[src/rtl/tlb_lu_arbiter_if.sv]
// Bundle of requester, TLB lookup/flush/update and counter signals for tlb_lu_arbiter.
// PTE layout is Sv39 (64-bit); VLEN defaults to 39.
interface tlb_lu_arbiter_if #(
    parameter int NR_REQ     = 2,
    parameter int ASID_WIDTH = 1,
    parameter int VLEN       = 39
);
    typedef struct packed {
        logic [9:0]  reserved;
        logic [43:0] ppn;
        logic [1:0]  rsw;
        logic        d, a, g, u, x, w, r, v;
    } pte_t;

    typedef struct packed {
        logic                  valid;
        logic                  is_2M;
        logic                  is_1G;
        logic [26:0]           vpn;
        logic [ASID_WIDTH-1:0] asid;
        pte_t                  content;
    } tlb_update_t;

    logic [NR_REQ-1:0]                 req_valid_i;
    logic [NR_REQ-1:0][ASID_WIDTH-1:0] req_asid_i;
    logic [NR_REQ-1:0][VLEN-1:0]       req_vaddr_i;
    logic [NR_REQ-1:0]                 req_ready_o;
    logic [NR_REQ-1:0]                 resp_valid_o;
    logic                              resp_hit_o, resp_is_2M_o, resp_is_1G_o;
    pte_t                              resp_content_o;

    logic                  lu_access_o;
    logic [ASID_WIDTH-1:0] lu_asid_o;
    logic [VLEN-1:0]       lu_vaddr_o;
    logic                  lu_hit_i, lu_is_2M_i, lu_is_1G_i;
    pte_t                  lu_content_i;

    logic                  flush_req_i;
    logic [ASID_WIDTH-1:0] flush_asid_i;
    logic [VLEN-1:0]       flush_vaddr_i;
    logic                  flush_o;
    logic [ASID_WIDTH-1:0] flush_asid_o;
    logic [VLEN-1:0]       flush_vaddr_o;
    logic                  flush_ack_o;

    tlb_update_t update_i, update_o;
    logic        update_ready_o;
    logic [31:0] hit_cnt_o, miss_cnt_o;

    modport slave (
        input  req_valid_i, req_asid_i, req_vaddr_i,
               lu_hit_i, lu_is_2M_i, lu_is_1G_i, lu_content_i,
               flush_req_i, flush_asid_i, flush_vaddr_i, update_i,
        output req_ready_o, resp_valid_o, resp_hit_o, resp_is_2M_o, resp_is_1G_o, resp_content_o,
               lu_access_o, lu_asid_o, lu_vaddr_o,
               flush_o, flush_asid_o, flush_vaddr_o, flush_ack_o,
               update_o, update_ready_o, hit_cnt_o, miss_cnt_o
    );

    modport master (
        output req_valid_i, req_asid_i, req_vaddr_i,
               lu_hit_i, lu_is_2M_i, lu_is_1G_i, lu_content_i,
               flush_req_i, flush_asid_i, flush_vaddr_i, update_i,
        input  req_ready_o, resp_valid_o, resp_hit_o, resp_is_2M_o, resp_is_1G_o, resp_content_o,
               lu_access_o, lu_asid_o, lu_vaddr_o,
               flush_o, flush_asid_o, flush_vaddr_o, flush_ack_o,
               update_o, update_ready_o, hit_cnt_o, miss_cnt_o
    );
endinterface

[src/rtl/tlb_lu_arbiter.sv]
// Round-robin arbiter for TLB lookup requesters with SFENCE.VMA flush sequencing.
// Define TLB_LU_ARB_PERF_EN to build the 32-bit hit/miss counters.
module tlb_lu_arbiter #(
    parameter int NR_REQ     = 2,
    parameter int ASID_WIDTH = 1
) (
    input logic             clk_i,
    input logic             rst_i,
    tlb_lu_arbiter_if.slave bus
);
    localparam int IDX_W = (NR_REQ > 1) ? $clog2(NR_REQ) : 1;

    typedef enum logic [1:0] {RUN, FLUSH, WAIT_REL} state_e;

    state_e            r_state;
    logic [IDX_W-1:0]  r_rr;
    logic [NR_REQ-1:0] r_resp_valid;
    logic              r_hit, r_is_2M, r_is_1G;
    logic [63:0]       r_content;

    logic              w_arb_en, w_gnt, w_in_flush;
    logic [IDX_W-1:0]  w_gnt_idx;
    logic [NR_REQ-1:0] w_ready;

    function automatic logic [IDX_W-1:0] rr_idx(input logic [IDX_W-1:0] base, input int off);
        int sum;
        sum = int'(base) + off;
        if (sum >= NR_REQ) sum -= NR_REQ;
        return IDX_W'(sum);
    endfunction

    // Grants are gated by reset too, so nothing leaks onto the lookup port while held in reset.
    assign w_arb_en   = (r_state == RUN) && !bus.flush_req_i && !rst_i;
    assign w_in_flush = (r_state == FLUSH);

    // Descending scan: the last hit written is the one closest to r_rr.
    always_comb begin
        w_gnt     = 1'b0;
        w_gnt_idx = '0;
        for (int k = NR_REQ - 1; k >= 0; k--) begin
            if (w_arb_en && bus.req_valid_i[rr_idx(r_rr, k)]) begin
                w_gnt     = 1'b1;
                w_gnt_idx = rr_idx(r_rr, k);
            end
        end
    end

    always_comb begin
        w_ready = '0;
        if (w_gnt) w_ready[w_gnt_idx] = 1'b1;
    end

    assign bus.req_ready_o    = w_ready;
    assign bus.lu_access_o    = w_gnt;
    assign bus.lu_asid_o      = w_gnt ? bus.req_asid_i[w_gnt_idx] : {ASID_WIDTH{1'b0}};
    assign bus.lu_vaddr_o     = w_gnt ? bus.req_vaddr_i[w_gnt_idx] : '0;

    assign bus.resp_valid_o   = r_resp_valid;
    assign bus.resp_hit_o     = r_hit;
    assign bus.resp_is_2M_o   = r_is_2M;
    assign bus.resp_is_1G_o   = r_is_1G;
    assign bus.resp_content_o = r_content;

    assign bus.flush_o        = w_in_flush;
    assign bus.flush_ack_o    = w_in_flush;
    assign bus.flush_asid_o   = w_in_flush ? bus.flush_asid_i : '0;
    assign bus.flush_vaddr_o  = w_in_flush ? bus.flush_vaddr_i : '0;

    // The PTW holds its update while the TLB is being flushed.
    always_comb begin
        bus.update_o = bus.update_i;
        if (w_in_flush) bus.update_o.valid = 1'b0;
    end
    assign bus.update_ready_o = !w_in_flush;

    always_ff @(posedge clk_i or posedge rst_i) begin
        if (rst_i) begin
            r_state      <= RUN;
            r_rr         <= '0;
            r_resp_valid <= '0;
            r_hit        <= 1'b0;
            r_is_2M      <= 1'b0;
            r_is_1G      <= 1'b0;
            r_content    <= '0;
        end else begin
            r_resp_valid <= w_ready;
            if (w_gnt) begin
                r_hit     <= bus.lu_hit_i;
                r_is_2M   <= bus.lu_is_2M_i;
                r_is_1G   <= bus.lu_is_1G_i;
                r_content <= bus.lu_content_i;
                r_rr      <= rr_idx(w_gnt_idx, 1);
            end
            case (r_state)
                RUN:      if (bus.flush_req_i) r_state <= FLUSH;
                FLUSH:    r_state <= WAIT_REL;
                WAIT_REL: if (!bus.flush_req_i) r_state <= RUN;
                default:  r_state <= RUN;
            endcase
        end
    end

`ifdef TLB_LU_ARB_PERF_EN
    logic [31:0] r_hit_cnt, r_miss_cnt;

    always_ff @(posedge clk_i or posedge rst_i) begin
        if (rst_i) begin
            r_hit_cnt  <= '0;
            r_miss_cnt <= '0;
        end else if (w_gnt) begin
            if (bus.lu_hit_i) r_hit_cnt  <= r_hit_cnt + 32'd1;
            else              r_miss_cnt <= r_miss_cnt + 32'd1;
        end
    end

    assign bus.hit_cnt_o  = r_hit_cnt;
    assign bus.miss_cnt_o = r_miss_cnt;
`else
    assign bus.hit_cnt_o  = '0;
    assign bus.miss_cnt_o = '0;
`endif
endmodule
[src/flat_wrapper.sv]
// flat-port wrapper written by rule: the top's interface ports become plain ports
module tlb_lu_arbiter_flat 
#(
    parameter int NR_REQ     = 2,
    parameter int ASID_WIDTH = 1
)
  (clk_i, rst_i, bus_req_valid_i, bus_req_asid_i, bus_req_vaddr_i, bus_lu_hit_i, bus_lu_is_2M_i, bus_lu_is_1G_i, bus_lu_content_i, bus_flush_req_i, bus_flush_asid_i, bus_flush_vaddr_i, bus_update_i, bus_req_ready_o, bus_resp_valid_o, bus_resp_hit_o, bus_resp_is_2M_o, bus_resp_is_1G_o, bus_resp_content_o, bus_lu_access_o, bus_lu_asid_o, bus_lu_vaddr_o, bus_flush_o, bus_flush_asid_o, bus_flush_vaddr_o, bus_flush_ack_o, bus_update_o, bus_update_ready_o, bus_hit_cnt_o, bus_miss_cnt_o);
  tlb_lu_arbiter_if #(.NR_REQ(NR_REQ), .ASID_WIDTH(ASID_WIDTH)) bus_i ();
  input logic clk_i;
  input logic rst_i;
  input wire logic [$bits(bus_i.req_valid_i)-1:0] bus_req_valid_i;
  input wire logic [$bits(bus_i.req_asid_i)-1:0] bus_req_asid_i;
  input wire logic [$bits(bus_i.req_vaddr_i)-1:0] bus_req_vaddr_i;
  input wire logic [$bits(bus_i.lu_hit_i)-1:0] bus_lu_hit_i;
  input wire logic [$bits(bus_i.lu_is_2M_i)-1:0] bus_lu_is_2M_i;
  input wire logic [$bits(bus_i.lu_is_1G_i)-1:0] bus_lu_is_1G_i;
  input wire logic [$bits(bus_i.lu_content_i)-1:0] bus_lu_content_i;
  input wire logic [$bits(bus_i.flush_req_i)-1:0] bus_flush_req_i;
  input wire logic [$bits(bus_i.flush_asid_i)-1:0] bus_flush_asid_i;
  input wire logic [$bits(bus_i.flush_vaddr_i)-1:0] bus_flush_vaddr_i;
  input wire logic [$bits(bus_i.update_i)-1:0] bus_update_i;
  output wire logic [$bits(bus_i.req_ready_o)-1:0] bus_req_ready_o;
  output wire logic [$bits(bus_i.resp_valid_o)-1:0] bus_resp_valid_o;
  output wire logic [$bits(bus_i.resp_hit_o)-1:0] bus_resp_hit_o;
  output wire logic [$bits(bus_i.resp_is_2M_o)-1:0] bus_resp_is_2M_o;
  output wire logic [$bits(bus_i.resp_is_1G_o)-1:0] bus_resp_is_1G_o;
  output wire logic [$bits(bus_i.resp_content_o)-1:0] bus_resp_content_o;
  output wire logic [$bits(bus_i.lu_access_o)-1:0] bus_lu_access_o;
  output wire logic [$bits(bus_i.lu_asid_o)-1:0] bus_lu_asid_o;
  output wire logic [$bits(bus_i.lu_vaddr_o)-1:0] bus_lu_vaddr_o;
  output wire logic [$bits(bus_i.flush_o)-1:0] bus_flush_o;
  output wire logic [$bits(bus_i.flush_asid_o)-1:0] bus_flush_asid_o;
  output wire logic [$bits(bus_i.flush_vaddr_o)-1:0] bus_flush_vaddr_o;
  output wire logic [$bits(bus_i.flush_ack_o)-1:0] bus_flush_ack_o;
  output wire logic [$bits(bus_i.update_o)-1:0] bus_update_o;
  output wire logic [$bits(bus_i.update_ready_o)-1:0] bus_update_ready_o;
  output wire logic [$bits(bus_i.hit_cnt_o)-1:0] bus_hit_cnt_o;
  output wire logic [$bits(bus_i.miss_cnt_o)-1:0] bus_miss_cnt_o;
  assign bus_i.req_valid_i = bus_req_valid_i;
  assign bus_i.req_asid_i = bus_req_asid_i;
  assign bus_i.req_vaddr_i = bus_req_vaddr_i;
  assign bus_i.lu_hit_i = bus_lu_hit_i;
  assign bus_i.lu_is_2M_i = bus_lu_is_2M_i;
  assign bus_i.lu_is_1G_i = bus_lu_is_1G_i;
  assign bus_i.lu_content_i = bus_lu_content_i;
  assign bus_i.flush_req_i = bus_flush_req_i;
  assign bus_i.flush_asid_i = bus_flush_asid_i;
  assign bus_i.flush_vaddr_i = bus_flush_vaddr_i;
  assign bus_i.update_i = bus_update_i;
  assign bus_req_ready_o = bus_i.req_ready_o;
  assign bus_resp_valid_o = bus_i.resp_valid_o;
  assign bus_resp_hit_o = bus_i.resp_hit_o;
  assign bus_resp_is_2M_o = bus_i.resp_is_2M_o;
  assign bus_resp_is_1G_o = bus_i.resp_is_1G_o;
  assign bus_resp_content_o = bus_i.resp_content_o;
  assign bus_lu_access_o = bus_i.lu_access_o;
  assign bus_lu_asid_o = bus_i.lu_asid_o;
  assign bus_lu_vaddr_o = bus_i.lu_vaddr_o;
  assign bus_flush_o = bus_i.flush_o;
  assign bus_flush_asid_o = bus_i.flush_asid_o;
  assign bus_flush_vaddr_o = bus_i.flush_vaddr_o;
  assign bus_flush_ack_o = bus_i.flush_ack_o;
  assign bus_update_o = bus_i.update_o;
  assign bus_update_ready_o = bus_i.update_ready_o;
  assign bus_hit_cnt_o = bus_i.hit_cnt_o;
  assign bus_miss_cnt_o = bus_i.miss_cnt_o;
  tlb_lu_arbiter #(.NR_REQ(NR_REQ), .ASID_WIDTH(ASID_WIDTH)) u_core (.clk_i(clk_i), .rst_i(rst_i), .bus(bus_i));
endmodule
[config.mk]
export PLATFORM = sky130hd
export DESIGN_NAME = tlb_lu_arbiter_flat
export DESIGN_NICKNAME = d
export VERILOG_FILES = /design/src/rtl/tlb_lu_arbiter_if.sv /design/src/rtl/tlb_lu_arbiter.sv /design/src/flat_wrapper.sv
export SDC_FILE = /design/constraint.sdc
export NUM_CORES = 1
export LEC_CHECK = 0
export BUFFER_PORTS_ARGS = -buffer_cell sky130_fd_sc_hd__buf_2
export CELL_PAD_IN_SITES_DETAIL_PLACEMENT = 0
export CELL_PAD_IN_SITES_GLOBAL_PLACEMENT = 2
export CORE_AREA = 2 2 233 235
export CTS_CLUSTER_DIAMETER = 80
export CTS_CLUSTER_SIZE = 40
export DETAILED_ROUTE_END_ITERATION = 6
export DIE_AREA = 0 0 235 237
export GPL_TIMING_DRIVEN = 0
export HOLD_SLACK_MARGIN = 0.15
export PLACE_DENSITY_LB_ADDON = 0.15
export SYNTH_ARGS = -nofsm -noshare
export SYNTH_HDL_FRONTEND = slang
export SYNTH_SLANG_ARGS = --single-unit
[constraint.sdc]
create_clock -name clk_i -period 3.3 [get_ports clk_i]
set_clock_uncertainty 0.15 [all_clocks]
set_input_delay 0.495 -clock clk_i [delete_from_list [all_inputs] [get_ports clk_i]]
set_output_delay 0.495 -clock clk_i [all_outputs]
set_load 0.005 [all_outputs]
* After elaboration in Yosys (flattened, before gate mapping)
Index checks and enable logic that the tools add are counted.
** Cells by class
- Add/sub/neg operators :: 5
- Equal/unequal tests :: 4
- Magnitude comparators :: 7
- Mux-type cells :: 26
- Reductions and logical operators :: 10
** Operators with widths (count)
- $mux W39 :: 4
- $mux W1 :: 17
- $lt A1 B2 Y1 const B :: 3
- $mux W2 :: 3
- $pmux W2 S3 :: 1
- $logic_and A1 B1 Y1 :: 5
- $add A1 B1 Y2 const B :: 2
- $ge A2 B2 Y1 const B :: 2
- $ne A2 B2 Y1 const B :: 2
- $logic_not A1 Y1 :: 3
- $sub A1 B1 Y1 const B :: 3
- $eq A2 B1 Y1 const B :: 1
- $eq A2 B2 Y1 const B :: 1
- $ge A1 B2 Y1 const B :: 1
- $logic_not A2 Y1 :: 1
- $reduce_and A2 Y1 :: 1
- $demux W1 S1 :: 1
- $ge A1 B1 Y1 const B :: 1
** Storage, ports and cells
- Bits in registers :: 72
- Input port bits :: 287
- Output and inout bits :: 314
- Logic and storage cells :: 59

* Logic depth before layout (Yosys ltp)
Gate-level depths: netlist (run 1).
- Word-level depth :: 13
- Depth in mapped cells :: 6

* Worst setup path after synthesis (run 1)
No wires, ideal clock.
- Kind :: input-to-output
- Start :: in rst_i
- End :: out bus_lu_vaddr_o[0]
- Stages on the path :: 4
- Arrival time :: 1.487 ns
- Path slack :: 1.168 ns
- Path through :: nor4_4 -> nand3_2 -> buf_2 -> mux2_2
** Between the ends
- Longest elaborated chain between the ends :: 8
- Elaborated cells on any way between the ends :: 11
- Those cells by class :: mux: 7; reduce/logical: 4
** RTL lines
- from (decl) :: line flat_wrapper.sv:10 : input logic rst_i;
- $logic_not A1 Y1 (*) :: line tlb_lu_arbiter.sv:33 : assign w_arb_en = (r_state == RUN) && !bus.flush_req_i && !rst_i;
- $logic_and A1 B1 Y1 (*) :: line tlb_lu_arbiter.sv:33
- $logic_and A1 B1 Y1 :: line tlb_lu_arbiter.sv:41 : if (w_arb_en && bus.req_valid_i[rr_idx(r_rr, k)]) begin
- $mux W1 (2 in series) :: line tlb_lu_arbiter.sv:41
- $mux W39 (not written as such) (2 in series) :: line tlb_lu_arbiter.sv:56 : assign bus.lu_vaddr_o = w_gnt ? bus.req_vaddr_i[w_gnt_idx] : '0;
- $mux W39 (*) :: line tlb_lu_arbiter.sv:56
- to (decl) :: line flat_wrapper.sv:30 : output wire logic [$bits(bus_i.lu_vaddr_o)-1:0] bus_lu_vaddr_o;
Mark *: on every way between the ends. The rest lies on a longest branch, timed or not. The select of a mux whose other input is x is not followed.

* Worst setup path in the final report (run 1)
- Start :: reg u_core.r_state[0]
- End :: out bus_lu_vaddr_o[14]
** Between the ends
- Longest elaborated chain between the ends :: 9
- Elaborated cells on any way between the ends :: 12
- Those cells by class :: mux: 7; reduce/logical: 5
** RTL lines
- from (decl) :: line tlb_lu_arbiter.sv:15 : state_e r_state;
- from (signal assigned) :: line tlb_lu_arbiter.sv:78 : r_state <= RUN;
- from (signal assigned) :: line tlb_lu_arbiter.sv:95 : RUN: if (bus.flush_req_i) r_state <= FLUSH;
- from (signal assigned) :: line tlb_lu_arbiter.sv:96 : FLUSH: r_state <= WAIT_REL;
- $logic_not A2 Y1 (*) :: line tlb_lu_arbiter.sv:33
- $logic_and A1 B1 Y1 (*) (2 in series) :: line tlb_lu_arbiter.sv:33
- $logic_and A1 B1 Y1 :: line tlb_lu_arbiter.sv:41
- $mux W1 (2 in series) :: line tlb_lu_arbiter.sv:41
- $mux W39 (not written as such) (2 in series) :: line tlb_lu_arbiter.sv:56
- $mux W39 (*) :: line tlb_lu_arbiter.sv:56
Marked as above.

==> results of run 1 <==
-- area by class of cell --
type	instances	area, um2
Multi-Input combinational cell	264	2040
Timing Repair Buffer	447	2270
Antenna cell	2	5.00
Buffer	183	1340
Clock inverter	5	56.3
Sequential cell	72	1800
Fill cell	6121	44600
Clock buffer	11	243
Inverter	3	13.8
Tap cell	696	871
-- state kept, by name, summed over array words and instances (netlist names) --
| name | cells |
|---|---|
| u_core.bus.resp_is_1G_o | 1 |
| u_core.bus.resp_valid_o | 2 |
| u_core.bus.resp_content_o | 64 |
| u_core.bus.resp_hit_o | 1 |
| u_core.r_state | 2 |
| u_core.bus.resp_is_2M_o | 1 |
| u_core.r_rr | 1 |
-- final timing paths --
check	cells past startpoint	to	start
max	7	bus_lu_vaddr_o[14]	u_core.r_state[0]$_DFFE_PP0P_
min reg2reg	1	u_core.bus.resp_content_o[53]$_DFFE_PP0P_	u_core.bus.resp_content_o[53]$_DFFE_PP0P_
max reg2reg	8	u_core.bus.resp_content_o[50]$_DFFE_PP0P_	u_core.r_state[0]$_DFFE_PP0P_
min	2	u_core.bus.resp_content_o[53]$_DFFE_PP0P_	bus_lu_content_i[53]
max in group asynchronous	4	u_core.bus.resp_content_o[48]$_DFFE_PP0P_	rst_i
min in group asynchronous	3	u_core.r_state[0]$_DFFE_PP0P_	rst_i
-- kinds of logic (layout without fill, tap and decap cells) --
family / Yosys count / after routing / share of synthesized area, %
AND/OR/NAND/NOR: 91 / 91 / 11.9
multiplexers: 107 / 107 / 24.3
buffers and inverters: 186 / 649 / 27.2
flip-flops: 72 / 72 / 36.4
other: 1 / 66 / 0.0757
AO/OA/AOI/OAI: 2 / 2 / 0.227
-- per-stage QoR --
stage | hold WS, ns | setup TNS [ns]
floorplan | 0.291 | 0
global placement | 0.313 | -61.17
detailed placement | 0.321 | 0
CTS | 0.201 | 0
global route | 0.202 | 0
finish | 0.219 | 0
-- where the power goes --
| part | internal [mW] | switching, mW | total [mW] | leakage, nW |
|---|---|---|---|---|
| Sequential | 1.32 | 0.196 | 1.52 | 0.857 |
| Clock | 0.605 | 0.398 | 1.00 | 0.146 |
| Combinational | 1.14 | 0.880 | 2.02 | 3.88 |
-- routing by layer --
layer / global-route usage (%) / routed length, um
met5: 0 / 44
met4: 1.67 / 187
met3: 3.04 / 2070
met2: 14.3 / 12300
met1: 8.36 / 8710
-- cell usage in the layout, fill, tap and decap left out, types with 2 or more instances in the layout --
master,n
dfrtp_1,72
clkbuf_16,9
and3_1,40
mux2_2,97
diode_2,2
conb_1,64
clkbuf_1,13
mux2_1,10
clkinv_2,2
buf_4,168
nand2b_1,2
buf_2,446
inv_1,2
and2_1,43
-- timing repair --
action / 4_1_cts / 5_1_grt
endpoints found under the setup margin: 39 / 0
endpoints found under the hold margin: 14 / 0
hold buffers: 1 / 0
buffers inserted: 3 / 0
==> reports/results.ini, run 1 <==
[die]
die_h_um = 237
ios = 601
initial_utilization_pct = 9.30
num_rows = 85
die_x_um = 235
core_area_um2 = 53300
die_area_um2 = 55700

[critical_path]
crit_fanout = 10
crit_slowest_cell = dfrtp_1
crit_buf_inv = 4
slowest_delay_ns = 0.43
required_ns = 2.65
start_kind = flop
critPathCaptureType = primary output
crit_chain = nor4_4, buf_4, buf_4, clkbuf_1, and3_1, mux2_2, buf_2
critical_path_arrival_ns = 2.26
critPathTopFamily = buffers and inverters
path_class = reg -> out
crit_path_frequent_cell = buf_4
rrSetupSlack_ns = 1.10

[cells_and_area]
post_route_cells_drive_above_1_share_pct = 74.3
area.growth.synth_to_final_pct = 74.4
nets = 1267
final_area_um2 = 8640
final_cell_count_no_fill = 1683
utilization_pct = 16.2

[clock_network]
cts.path.max_buffers = 2
clkLatencyLatePin_ns = 0.34
cts_tree = built
clk_pin_slew_ns = 0.06
cts_resized = 0
cts_sinks = 72
htree_levels = 3
clock-root-buffer = clkbuf_16
cts_buffers = 9

[sta]
grt_setup_unrepaired = no
slew_violations = 0
period_share_pct = 88.0
fin_ws_ns = 0.397
setup_viol = 0
fmax_mhz = 345
hold_violations = 0
fin_crit_ns = 2.90

[synthesis]
ys.flop_type = dfrtp_1
seq_area_frac_synth_pct = 36.4
yosysMostFrequentCell = buf_4
synth_edf_count = 0
syn_area_um2 = 4960
synth_top_cell_area_share_pct = 36.4
yosysWarnings = 0
ys_types = 21
syn_avg_cell_area_um2 = 10.8
synthTopCellsByArea = dfrtp_1, buf_4, mux2_2
synthTopCellsByCount = buf_4, mux2_2, dfrtp_1
ys_seq_elements = 72
synth_area_leader_cell = dfrtp_1
synthCells = 459
async_flop_share_pct = 100

[placement]
gp_congestion = 0.684
placed_cells = 1661
place_area_um2 = 8310
io_buffers = 442
pre_cts_slack_ns = 0.0381
hpwl_um = 20100

[grt]
grt_pass1_wl_um = 32200
grtUsageTotal_pct = 7.78
grt_pass1_vias = 4782
gr-total-overflow = 0
grt_max_degree = 59
antenna_found_initial = 4

[drt]
via_count = 4837
dr.pass1.iters = 4
antenna_left = 0
routed_wl_um = 23300
drtIter0Drc = 80
viasPerCell = 2.87
drc_errors = 0
routedWlPerCell_um = 13.9

[run]
cap_violations = 0

[power]
ir_drop_mv = 0.208
powerDensity_nw_per_um2 = 526
p_total_mw = 4.54
power_leakage_nw = 4.88

[hold_path]
holdCritPathClass = in -> reg

[outcome]
outcome = finished clean

No activity file was read; power rests on OpenSTA's default activity.
==> inputs of run 2 (changes only) <==
Settings changed: ABC_AREA from default to 1, CORE_AREA 2 2 233 235 to 2 2 234 236, DIE_AREA 0 0 235 237 to 0 0 236 238.
==> reports/results.ini, run 2 <==
[sta]
fin_crit_ns = 3.08
worst_slew_pin_slew_ns = 0.860
relSlewSlack_pct = 42.4
setup_viol = 0
holdWs_ns = 0.179
slew_violations = 0
period_share_pct = 93.5
hold_violations = 0
fmax_mhz = 324
grt_setup_unrepaired = no

[placement]
hpwl_um = 22600
io_buffers = 442
placed_cells = 1900
place_area_um2 = 8270
gp_congestion = 0.689

[clock_network]
postCtsHoldBufs = 2
cts.path.max_buffers = 2
cts_sinks = 72
cts_buffers = 9
clkLatencyLatePin_ns = 0.36
clk_pin_slew_ns = 0.07
cts_resized = 0
cts_tree = built
clock-root-buffer = clkbuf_16
htree_levels = 3
cts_setup_buffers = 0

[synthesis]
synth_top_cell_area_share_pct = 36.7
synth_edf_count = 0
syn_avg_cell_area_um2 = 7.05
synthCells = 697
synthTopCellsByCount = nand2_1, buf_4, dfrtp_1
syn_area_um2 = 4910
ys.flop_type = dfrtp_1
async_flop_share_pct = 100
ys_seq_elements = 72
ys_types = 17
synth_area_leader_cell = dfrtp_1
yosysMostFrequentCell = nand2_1
yosysWarnings = 0
synthTopCellsByArea = dfrtp_1, buf_4, nand2_1
seq_area_frac_synth_pct = 36.7

[cells_and_area]
post_route_cells_drive_above_1_share_pct = 52.7
final_area_um2 = 8610
final_common_cell = buf_2
final_cell_count_no_fill = 1919
largest_reg_flops = 64
area.growth.synth_to_final_pct = 75.4
nets = 1504
layout_common_cells = buf_2, nand2_1, buf_4

[critical_path]
slowest_delay_ns = 0.56
crit_buf_inv = 5
crit_fanout = 10
critPathCaptureType = primary output
critical_path_arrival_ns = 2.44
critPathTopFamily = buffers and inverters
crit_slowest_cell = dlygate4sd3_1
crit_chain = dlygate4sd3_1, buf_2, clkinvlp_4, nand2_1, nor2_4, clkbuf_1, nand4_1, nand2_1, buf_2
path_class = in -> out
required_ns = 2.65
start_kind = input port

[die]
die_x_um = 236
die_area_um2 = 56200
ios = 601
core_area_um2 = 53500
num_rows = 85
die_h_um = 238
initial_utilization_pct = 9.18

[run]
cap_violations = 0

[grt]
antenna_found_initial = 6
grt_pass1_wl_um = 37200
gr-total-overflow = 0
grtUsageTotal_pct = 9.01
grt_max_degree = 35
grt_pass1_vias = 5554

[drt]
drtIter0Drc = 117
routed_wl_um = 26800
routedWlPerCell_um = 14.0
antenna_left = 0
viasPerCell = 2.97
dr.pass1.iters = 4
drc_errors = 0
via_count = 5694

[hold_path]
holdCritPathClass = in -> reg

[outcome]
outcome = finished clean

[power]
powerDensity_nw_per_um2 = 537
power_leakage_nw = 5.38
ir_drop_mv = 0.236

## run 2: cell types whose count changed in the layout (fill, tap and decap cells not counted), moves of 3 or more
cell | before | now
buf_2 | 446 | 457
nand4_1 | 0 | 40
nand2_1 | 1 | 290
buf_1 | 0 | 4
and3_1 | 40 | 0
and2_1 | 43 | 0
nor2_1 | 0 | 46
mux2_1 | 10 | 0
mux2_2 | 97 | 0
buf_4 | 168 | 163
inv_1 | 2 | 47
clkbuf_1 | 13 | 10
## run 2: layout make-up
cell class | instances | area, um2
Antenna cell | 1 | 2.50
Buffer | 193 | 1370
Clock buffer | 13 | 270
Clock inverter | 3 | 46.3
Fill cell | 6244 | 44900
Inverter | 50 | 191
Multi-Input combinational cell | 445 | 1790
Sequential cell | 72 | 1800
Tap cell | 696 | 871
Timing Repair Buffer | 446 | 2270
## run 2: metal layers
metal | vias to the layer above | global-route usage (%) | share of wire [%]
li1 | 2924 | - | -
met1 | 2480 | 9.74 | 38
met2 | 260 | 16.6 | 53
met3 | 20 | 3.49 | 8.0
met4 | 10 | 1.74 | 0.73
met5 | - | 0 | 0.27
## run 2: cell families (layout without fill, tap and decap cells)
logic type | after synthesis | after routing | synth area share [%]
compound gates | 1 | 1 | 0.178
simple gates | 380 | 380 | 31.3
buf+inv | 243 | 705 | 31.7
flops | 72 | 72 | 36.7
other cells | 1 | 65 | 0.0764
## run 2: final timing paths
check / startpoint / end / cells after the start / slack [ns]
setup / recovery: rst_i / bus_lu_vaddr_o[24] / 9 / 0.22
hold reg to reg: u_core.bus.resp_content_o[24]$_DFFE_PP0P_ / u_core.bus.resp_content_o[24]$_DFFE_PP0P_ / 2 / 0.32
min in group asynchronous: rst_i / u_core.bus.resp_content_o[13]$_DFFE_PP0P_ / 4 / 0.64
setup reg to reg: u_core.r_state[1]$_DFFE_PP0P_ / u_core.bus.resp_content_o[42]$_DFFE_PP0P_ / 8 / 1.32
max in group asynchronous: rst_i / u_core.bus.resp_content_o[3]$_DFFE_PP0P_ / 4 / 1.07
hold / removal: bus_lu_content_i[9] / u_core.bus.resp_content_o[9]$_DFFE_PP0P_ / 3 / 0.18
## run 2: worst reg2reg max path: stages, from the launching register on
cell and delay (ns):
dfrtp_1 0.42, inv_1 0.08, nand2_2 0.07, nor2_4 0.22, nand2_1 0.33, buf_4 0.31
buf_6 0.17, nand2_1 0.07, nand2_1 0.05
## run 2: power by group
part | internal [mW] | leakage, nW | total, mW | switching, mW
sequential | 1.31 | 0.899 | 1.52 | 0.211
clock | 0.652 | 0.152 | 1.10 | 0.450
combinational | 0.913 | 4.33 | 2.00 | 1.09
## run 2: metrics by stage
stage / utilization, % / power [mW] / TNS [ns] / setup slack [ns]
after global placement: 15.4 / 3.63 / -104.05 / -1.10
after floorplan: - / 2.45 / 0 / 0.422
after global routing: 16.1 / 5.04 / 0 / 0.0254
after detailed placement: 15.5 / 3.61 / 0 / 0.328
final: 16.1 / 4.62 / 0 / 0.215
after CTS: 16.1 / 4.79 / 0 / 0.0879
